<file path="config.mk">
export PLATFORM = sky130hd
export DESIGN_NAME = cfg_rd_arbiter
export DESIGN_NICKNAME = d
export VERILOG_FILES = /design/src/rtl/cfg_rd_arbiter.sv
export SDC_FILE = /design/constraint.sdc
export NUM_CORES = 1
export LEC_CHECK = 0
export BUFFER_PORTS_ARGS = -buffer_cell sky130_fd_sc_hd__buf_2
export CAP_MARGIN = 5
export CORE_ASPECT_RATIO = 0.5
export CORE_MARGIN = 8
export CORE_UTILIZATION = 40
export CTS_BUF_LIST = sky130_fd_sc_hd__clkbuf_4 sky130_fd_sc_hd__clkbuf_8 sky130_fd_sc_hd__clkbuf_16
export DETAILED_ROUTE_END_ITERATION = 10
export HOLD_SLACK_MARGIN = 0.08
export PLACE_DENSITY = 0.85
export SETUP_SLACK_MARGIN = 0.02
export SLEW_MARGIN = 20
export SYNTH_ARGS = -nofsm -noshare
export SYNTH_HDL_FRONTEND = slang
export SYNTH_SLANG_ARGS = --single-unit
</file>
<file path="constraint.sdc">
create_clock -name trn_clk -period 2 [get_ports trn_clk]
set_clock_uncertainty 0.2 [all_clocks]
set_input_delay 0.4 -clock trn_clk [delete_from_list [all_inputs] [get_ports trn_clk]]
set_output_delay 0.4 -clock trn_clk [all_outputs]
set_load 0.01 [all_outputs]
</file>
<file path="src/rtl/cfg_rd_arbiter.sv">
// Round-robin arbiter sharing the core's cfg read port among NUM_REQ requesters, one read in flight.
// Define CFG_RD_ARB_TIMEOUT_EN to enable per-attempt timeout with up to MAX_RETRY re-issues.
module cfg_rd_arbiter #(
    parameter int NUM_REQ   = 4,
    parameter int TIMEOUT_W = 9,
    parameter int MAX_RETRY = 3
) (
    input  logic                  trn_clk,
    input  logic                  trn_reset_n,
    input  logic [NUM_REQ-1:0]    req_valid,
    input  logic [NUM_REQ*10-1:0] req_dwaddr,
    output logic [NUM_REQ-1:0]    rsp_valid,
    output logic [31:0]           rsp_data,
    output logic                  rsp_err,
    output logic                  busy,
    output logic [9:0]            cfg_dwaddr,
    output logic                  cfg_rd_en_n,
    input  logic [31:0]           cfg_do,
    input  logic                  cfg_rd_wr_done_n
);
    localparam int IDX_W = $clog2(NUM_REQ);

    typedef enum logic [1:0] {ST_IDLE, ST_WAIT, ST_RESP} state_e;

    state_e               state_q, state_d;
    logic [IDX_W-1:0]     gnt_q, gnt_d;
    logic [IDX_W-1:0]     last_gnt_q, last_gnt_d;
    logic [9:0]           cfg_dwaddr_q, cfg_dwaddr_d;
    logic                 cfg_rd_en_n_q, cfg_rd_en_n_d;
    logic [NUM_REQ-1:0]   rsp_valid_q, rsp_valid_d;
    logic [31:0]          rsp_data_q, rsp_data_d;
    logic                 busy_q, busy_d;

    logic                 pick_found;
    logic [IDX_W-1:0]     pick_idx;
    logic [9:0]           pick_addr;
    int                   cand;

`ifdef CFG_RD_ARB_TIMEOUT_EN
    localparam int RTY_W = (MAX_RETRY > 0) ? $clog2(MAX_RETRY + 1) : 1;
    logic [TIMEOUT_W-1:0] timeout_q, timeout_d;
    logic [RTY_W-1:0]     retry_q, retry_d;
    logic                 rsp_err_q, rsp_err_d;
`endif

    // Search starts one past the last grant and wraps, so every requester is served in turn.
    always_comb begin
        pick_found = 1'b0;
        pick_idx   = '0;
        cand       = 0;
        for (int off = 1; off <= NUM_REQ; off++) begin
            cand = int'(last_gnt_q) + off;
            if (cand >= NUM_REQ) cand = cand - NUM_REQ;
            if (!pick_found && req_valid[cand[IDX_W-1:0]]) begin
                pick_found = 1'b1;
                pick_idx   = cand[IDX_W-1:0];
            end
        end
    end

    always_comb begin
        pick_addr = '0;
        for (int i = 0; i < NUM_REQ; i++) begin
            if (pick_idx == IDX_W'(i)) pick_addr = req_dwaddr[i*10 +: 10];
        end
    end

    always_comb begin
        state_d       = state_q;
        gnt_d         = gnt_q;
        last_gnt_d    = last_gnt_q;
        cfg_dwaddr_d  = cfg_dwaddr_q;
        cfg_rd_en_n_d = 1'b1;
        rsp_valid_d   = '0;
        rsp_data_d    = rsp_data_q;
`ifdef CFG_RD_ARB_TIMEOUT_EN
        timeout_d     = timeout_q;
        retry_d       = retry_q;
        rsp_err_d     = rsp_err_q;
`endif
        case (state_q)
            ST_IDLE: begin
                if (pick_found) begin
                    gnt_d         = pick_idx;
                    last_gnt_d    = pick_idx;
                    cfg_dwaddr_d  = pick_addr;
                    cfg_rd_en_n_d = 1'b0;
                    state_d       = ST_WAIT;
`ifdef CFG_RD_ARB_TIMEOUT_EN
                    timeout_d     = '0;
                    retry_d       = '0;
`endif
                end
            end
            ST_WAIT: begin
                // Done takes precedence over an expiring timeout in the same cycle.
                if (!cfg_rd_wr_done_n) begin
                    rsp_data_d  = cfg_do;
                    rsp_valid_d = NUM_REQ'(1) << gnt_q;
                    state_d     = ST_RESP;
`ifdef CFG_RD_ARB_TIMEOUT_EN
                    rsp_err_d   = 1'b0;
                end else if (timeout_q == '1) begin
                    if (retry_q < RTY_W'(MAX_RETRY)) begin
                        retry_d       = retry_q + 1'b1;
                        timeout_d     = '0;
                        cfg_rd_en_n_d = 1'b0;
                    end else begin
                        rsp_data_d  = '0;
                        rsp_err_d   = 1'b1;
                        rsp_valid_d = NUM_REQ'(1) << gnt_q;
                        state_d     = ST_RESP;
                    end
                end else begin
                    timeout_d = timeout_q + 1'b1;
`endif
                end
            end
            ST_RESP: state_d = ST_IDLE;
            default: state_d = ST_IDLE;
        endcase
        busy_d = (state_d != ST_IDLE);
    end

    always_ff @(posedge trn_clk or negedge trn_reset_n) begin
        if (!trn_reset_n) begin
            state_q       <= ST_IDLE;
            gnt_q         <= '0;
            last_gnt_q    <= IDX_W'(NUM_REQ - 1);
            cfg_dwaddr_q  <= '0;
            cfg_rd_en_n_q <= 1'b1;
            rsp_valid_q   <= '0;
            rsp_data_q    <= '0;
            busy_q        <= 1'b0;
`ifdef CFG_RD_ARB_TIMEOUT_EN
            timeout_q     <= '0;
            retry_q       <= '0;
            rsp_err_q     <= 1'b0;
`endif
        end else begin
            state_q       <= state_d;
            gnt_q         <= gnt_d;
            last_gnt_q    <= last_gnt_d;
            cfg_dwaddr_q  <= cfg_dwaddr_d;
            cfg_rd_en_n_q <= cfg_rd_en_n_d;
            rsp_valid_q   <= rsp_valid_d;
            rsp_data_q    <= rsp_data_d;
            busy_q        <= busy_d;
`ifdef CFG_RD_ARB_TIMEOUT_EN
            timeout_q     <= timeout_d;
            retry_q       <= retry_d;
            rsp_err_q     <= rsp_err_d;
`endif
        end
    end

    assign cfg_dwaddr  = cfg_dwaddr_q;
    assign cfg_rd_en_n = cfg_rd_en_n_q;
    assign rsp_valid   = rsp_valid_q;
    assign rsp_data    = rsp_data_q;
    assign busy        = busy_q;
`ifdef CFG_RD_ARB_TIMEOUT_EN
    assign rsp_err     = rsp_err_q;
`else
    assign rsp_err     = 1'b0;
`endif

endmodule

</file>
## Word level (Yosys, flattened, before mapping)

Index checks and enable logic that the tools add are counted.

| storage, ports and cells | value |
|---|---|
| register bits | 54 |
| word-level logic and storage cells | 72 |
| input port bits | 79 |
| output and inout bits | 49 |

| operators by class | value |
|---|---|
| mux-type cells | 31 |
| shifts and indexed selects | 1 |
| add/subtract/negate cells | 8 |
| eq/ne operators | 4 |
| $lt $le $gt $ge | 8 |
| reductions and logical operators | 11 |
| bitwise operators | 1 |

Operators by type and width:

| cell | count |
|---|---|
| $mux W10 | 4 |
| $mux W2 | 10 |
| $lt A2 B3 Y1 const B | 4 |
| $mux W1 | 10 |
| $ge A3 B3 Y1 const B | 3 |
| $bmux W1 S2 | 4 |
| $mux W4 | 2 |
| $sub A2 B1 Y2 const B | 4 |
| $add A2 B2 Y3 const B | 2 |
| $add A2 B3 Y4 const B | 1 |
| $eq A2 B1 Y1 const B | 2 |
| $eq A2 B2 Y1 const B | 2 |
| $ge A4 B3 Y1 const B | 1 |
| $logic_not A2 Y1 | 2 |
| $pmux W2 S2 | 1 |
| $reduce_and A2 Y1 | 2 |
| $shl A1 B2 Y4 const A | 1 |
| $add A2 B1 Y3 const B | 1 |
| $logic_and A1 B1 Y1 | 3 |
| $logic_not A1 Y1 | 3 |
| $reduce_bool A2 Y1 | 1 |
| $not A1 Y1 | 1 |

## Depth between registers and ports, before layout

| logic depth | value |
|---|---|
| word-level depth | 20 |
| depth in mapped cells | 6 |
| mapped depth without buffers | 5 |

## Worst setup path after synthesis

OpenSTA, ideal clock, no wires.

| timing path | value |
|---|---|
| path kind | register -> register |
| from | reg last_gnt_q[1] |
| to | reg cfg_dwaddr_q[3], in the netlist cfg_dwaddr[3] |
| clock period less this slack | 1.957 ns |
| setup time | 0.140 ns |
| cell stages (with the launch flop) | 6 |
| arrival time | 1.617 ns |
| setup slack | 0.043 ns |
| path through | dfstp_2 mux2i_1 o22ai_2 a21o_4 a2111oi_0 a211oi_1 |

| between the ends | value |
|---|---|
| longest elaborated chain between the ends | 20 |

RTL lines:

| item | RTL line | text |
|---|---|---|
| start, declared | 27 | `logic [IDX_W-1:0] last_gnt_q, last_gnt_d;` |
| start signal, assigned | 129 | `last_gnt_q <= IDX_W'(NUM_REQ - 1);` |
| start signal, assigned | 143 | `last_gnt_q <= last_gnt_d;` |
| $add A2 B1 Y3 | 52 | `cand = int'(last_gnt_q) + off;` |
| $ge A3 B3 Y1 / $sub A2 B1 Y2 (equally long branches) | 53 | `if (cand >= NUM_REQ) cand = cand - NUM_REQ;` |
| $mux W2 | 53 |  |
| $bmux W1 S2 | 54 | `if (!pick_found && req_valid[cand[IDX_W-1:0]]) begin` |
| $mux W1 (not written as such) | 54 |  |
| $mux W1 | 54 |  |
| $logic_not A1 Y1 | 54 |  |
| $logic_and A1 B1 Y1 | 54 |  |
| $mux W1 | 54 |  |
| $logic_not A1 Y1 | 54 |  |
| $logic_and A1 B1 Y1 | 54 |  |
| $mux W1 | 54 |  |
| $logic_not A1 Y1 | 54 |  |
| $logic_and A1 B1 Y1 | 54 |  |
| $mux W2 | 54 |  |
| $logic_not A2 Y1 | 64 | `if (pick_idx == IDX_W'(i)) pick_addr = req_dwaddr[i*10 +: 10];` |
| $mux W10 (4 in series) | 64 |  |
| end signal, assigned | 144 | `cfg_dwaddr_q <= cfg_dwaddr_d;` |
| end, declared | 28 | `logic [9:0] cfg_dwaddr_q, cfg_dwaddr_d;` |

Parallel ways exist; a longest one is shown, timed or not. The select of a mux whose other input is x is not followed.
A chain may end at the register's enable or synchronous reset.

## Final worst setup path

| timing path | value |
|---|---|
| from | reg last_gnt_q[1] |
| to | reg cfg_dwaddr_q[4], in the netlist cfg_dwaddr[4] |

Same word-level chain as after synthesis.

==> results.json <==
{
  "crit_type": "flop to flop",
  "global_route.usage.total_pct": 14.83,
  "die_h_um": 70.84,
  "hold_violations": 0,
  "layout_setup_ws_ns": -0.01056,
  "wl_per_cell_um": 17.33,
  "start_util_pct": 40.57,
  "finalSetupViolations": 2,
  "gp_congestion": 0.9307,
  "avgSynthCellArea_um2": 12.80,
  "htreeDepth": 2,
  "grt_pass1_wl_mm": 10.93,
  "ys_seq_elements": 54,
  "die_x_um": 125.7,
  "setup.worst_path.start_class": "flop",
  "syn_inst": 188,
  "synth-compound-area-share_pct": 10.82,
  "fin_setup_tns_ns": -0.01465,
  "use_met3_pct": 4.273,
  "status": "finished, violations left",
  "drive_gt1_share_pct": 62.50,
  "busiest_layer": "met2",
  "antenna_cells": 0,
  "fin_cells": 405,
  "grt-ovfl-total": 0,
  "post-place-ws_ns": -0.1577,
  "port-buffer-count": 126,
  "ys_warn_count": 0,
  "violations": "negative setup slack",
  "antenna_found_initial": 0,
  "ir_drop_mv": 0.5112,
  "min-delay-path-class": "input pin to flop",
  "ys.flop_type": "dfrtp_1",
  "grt.met2_usage_pct": 28.66,
  "crit_path_end_kind": "flop",
  "io_pins": 128,
  "cp_data_arrival_time_ns": 1.96,
  "synthMuxAreaShare_pct": 20.80,
  "async_flop_share_pct": 100.0,
  "placed_cells": 391,
  "vias_per_cell": 5.099,
  "drv_cap": 0,
  "use_met1_pct": 15.40,
  "seqCellArea_um2": 1355,
  "synth_edf_count": 0,
  "synth_cell_types": 29,
  "cts_made_buffers": 5,
  "yosys.area_share.simple_pct": 7.696,
  "final_max_slew_viol_count": 0,
  "clockBufferDepth": 2,
  "std_cell_rows": 20,
  "synth_top_family_by_area": "multiplexers",
  "grt_pass1_vias": 2137,
  "dr_total_vias": 2065,
  "fillers": 459,
  "fin_nets": 406,
  "synth_seq_area_share_pct": 56.32,
  "drtPass1Iterations": 4,
  "cts_sinks": 54,
  "antenna_left": 0,
  "cts_tree": "yes",
  "syn_nets": 267,
  "clock_latency_ns": 0.28,
  "synth_area_um2": 2406,
  "drc_errors": 0,
  "required_ns": 1.95,
  "design.core.area_um2": 5931,
  "max_freq_mhz": 497.4,
  "power.density_nw_per_um2": 1308,
  "rsz0062_at_grt": "true",
  "leakage_nw": 1.726,
  "finalWirelength_mm": 7.020,
  "dieArea_um2": 8903,
  "grt_max_degree": 55,
  "synth_fa_ha_area_share_pct": 0,
  "synth-xor-area-share_pct": 0,
  "min_period_over_period_pct": 100.5,
  "path_clk_slew_ns": 0.07,
  "multiInputGateArea_um2": 1064,
  "root_buffer": "clkbuf_16",
  "period_minus_slack_ns": 2.011,
  "dp_hpwl_mm": 5.144,
  "critical_path.max_fanout": 6,
  "area_growth_pct": 46.39,
  "drtIter0Drc": 133
}
==> cell type report <==
type | instances | area share [%]
sequential | 54 | 38.47
multi-input combinational | 115 | 30.20
timing repair buffer | 141 | 22.70
clock buffer | 7 | 3.979
tap | 77 | 2.735
inverter | 10 | 1.066
clock inverter | 1 | 0.8526
==> layer usage <==
metal | vias up | wire (µm) | part of all wire [%]
li1 | 955 | - | -
met1 | 1008 | 2549 | 36
met4 | 0 | 171 | 2.4
met2 | 84 | 3852 | 55
met3 | 18 | 447 | 6.4
met5 | - | 0 | 0
==> stage by stage <==
stage | hold WS, ns | utilization [%] | cell area, µm² | power, W
2_1_floorplan | -0.09559 | - | 2406 | 0.002709
3_3_place_gp | 0.2069 | 53.78 | 3189 | 0.003389
3_5_place_dp | 0.2164 | 53.78 | 3189 | 0.003470
4_1_cts | 0.1417 | 57.47 | 3408 | 0.004497
5_1_grt | 0.1392 | 59.39 | 3522 | 0.004865
6_report | 0.1470 | 59.39 | 3522 | 0.004608
==> worst max-delay path, stage by stage, from the launching register on <==
cell and delay, ns:
dfstp_2 0.57, mux2i_1 0.22, o22ai_2 0.13, a21o_4 0.24, a2111oi_1 0.44, a211oi_1 0.09
==> sequential cells by signal, indices dropped and copies added, names as in the netlist <==
| signal | flops |
|---|---|
| gnt_q | 2 |
| last_gnt_q | 2 |
| rsp_valid | 4 |
| cfg_dwaddr | 10 |
| state_q | 2 |
| busy | 1 |
| cfg_rd_en_n | 1 |
| rsp_data | 32 |
==> Yosys cell counts (2+ instances only) <==
cell       number  share of area, %
and3_1          4               1.0
dfrtp_1        51                53
mux2i_1        14               5.8
nor2b_1         4               1.0
a211oi_1       17               5.3
nor2_1         18               2.8
a2111oi_0       7               2.5
buf_2           5               1.0
a21o_1          3              0.94
inv_1          10               1.6
nand2b_1        2              0.52
clkbuf_1        3              0.47
mux2_2         32                15
dfstp_2         3               3.3
==> cell usage in the layout, fill, tap and decap left out, drive strengths merged <==
master and count:
buf 140, dfrtp 51, mux2 32, nor2 18, a211oi 17, mux2i 14, inv 10, clkbuf 7
a2111oi 7, a21o 5, and3 4, nor2b 4, dfstp 3, nand2b 2, nor3 2, and3b 1
nand2 1, nor3b 1, nor4 1, nand3b 1, a31oi 1, o21ai 1, o22ai 1, and2 1
conb 1, bufinv 1, dlygate4sd3 1
==> final timing paths <==
kind | startpoint | endpoint | slack, ns | cells past startpoint
max in group asynchronous | trn_reset_n | cfg_rd_en_n$_DFF_PN1_ | 0.86 | 3
worst min register to register | rsp_data[28]$_DFFE_PN0P_ | rsp_data[28]$_DFFE_PN0P_ | 0.30 | 1
min in group asynchronous | trn_reset_n | rsp_data[26]$_DFFE_PN0P_ | 0.46 | 3
worst max register to register | last_gnt_q[1]$_DFFE_PN1P_ | cfg_dwaddr[4]$_DFFE_PN0P_ | -0.01 | 5
worst max-delay path | last_gnt_q[1]$_DFFE_PN1P_ | cfg_dwaddr[4]$_DFFE_PN0P_ | -0.01 | 5
worst min-delay path | cfg_do[28] | rsp_data[28]$_DFFE_PN0P_ | 0.15 | 2
==> power breakdown <==
part           internal [W]  switching, W  total, W
registers           0.00152      0.000244   0.00177
logic              0.000936      0.000934   0.00187
clock network      0.000619      0.000353  0.000972
==> kinds of logic after synthesis <==
family / count (synthesis)
buffers and inverters: 20
and+or+nand+nor: 36
muxes: 46
AOI/OAI and AO/OA: 31
other: 1
DFF: 54
==> what timing repair did <==
| action | CTS | global route |
|---|---|---|
| buffers inserted | 1 | 3 |
| gates resized for setup | 10 | 16 |
| hold endpoints to repair | 51 | 0 |
| hold buffers | 1 | 0 |
| pin swaps | 1 | 4 |
| endpoints found under the setup margin | 9 | 12 |
| gates cloned | 0 | 1 |
Note: power is estimated with default switching activity, not from simulation.
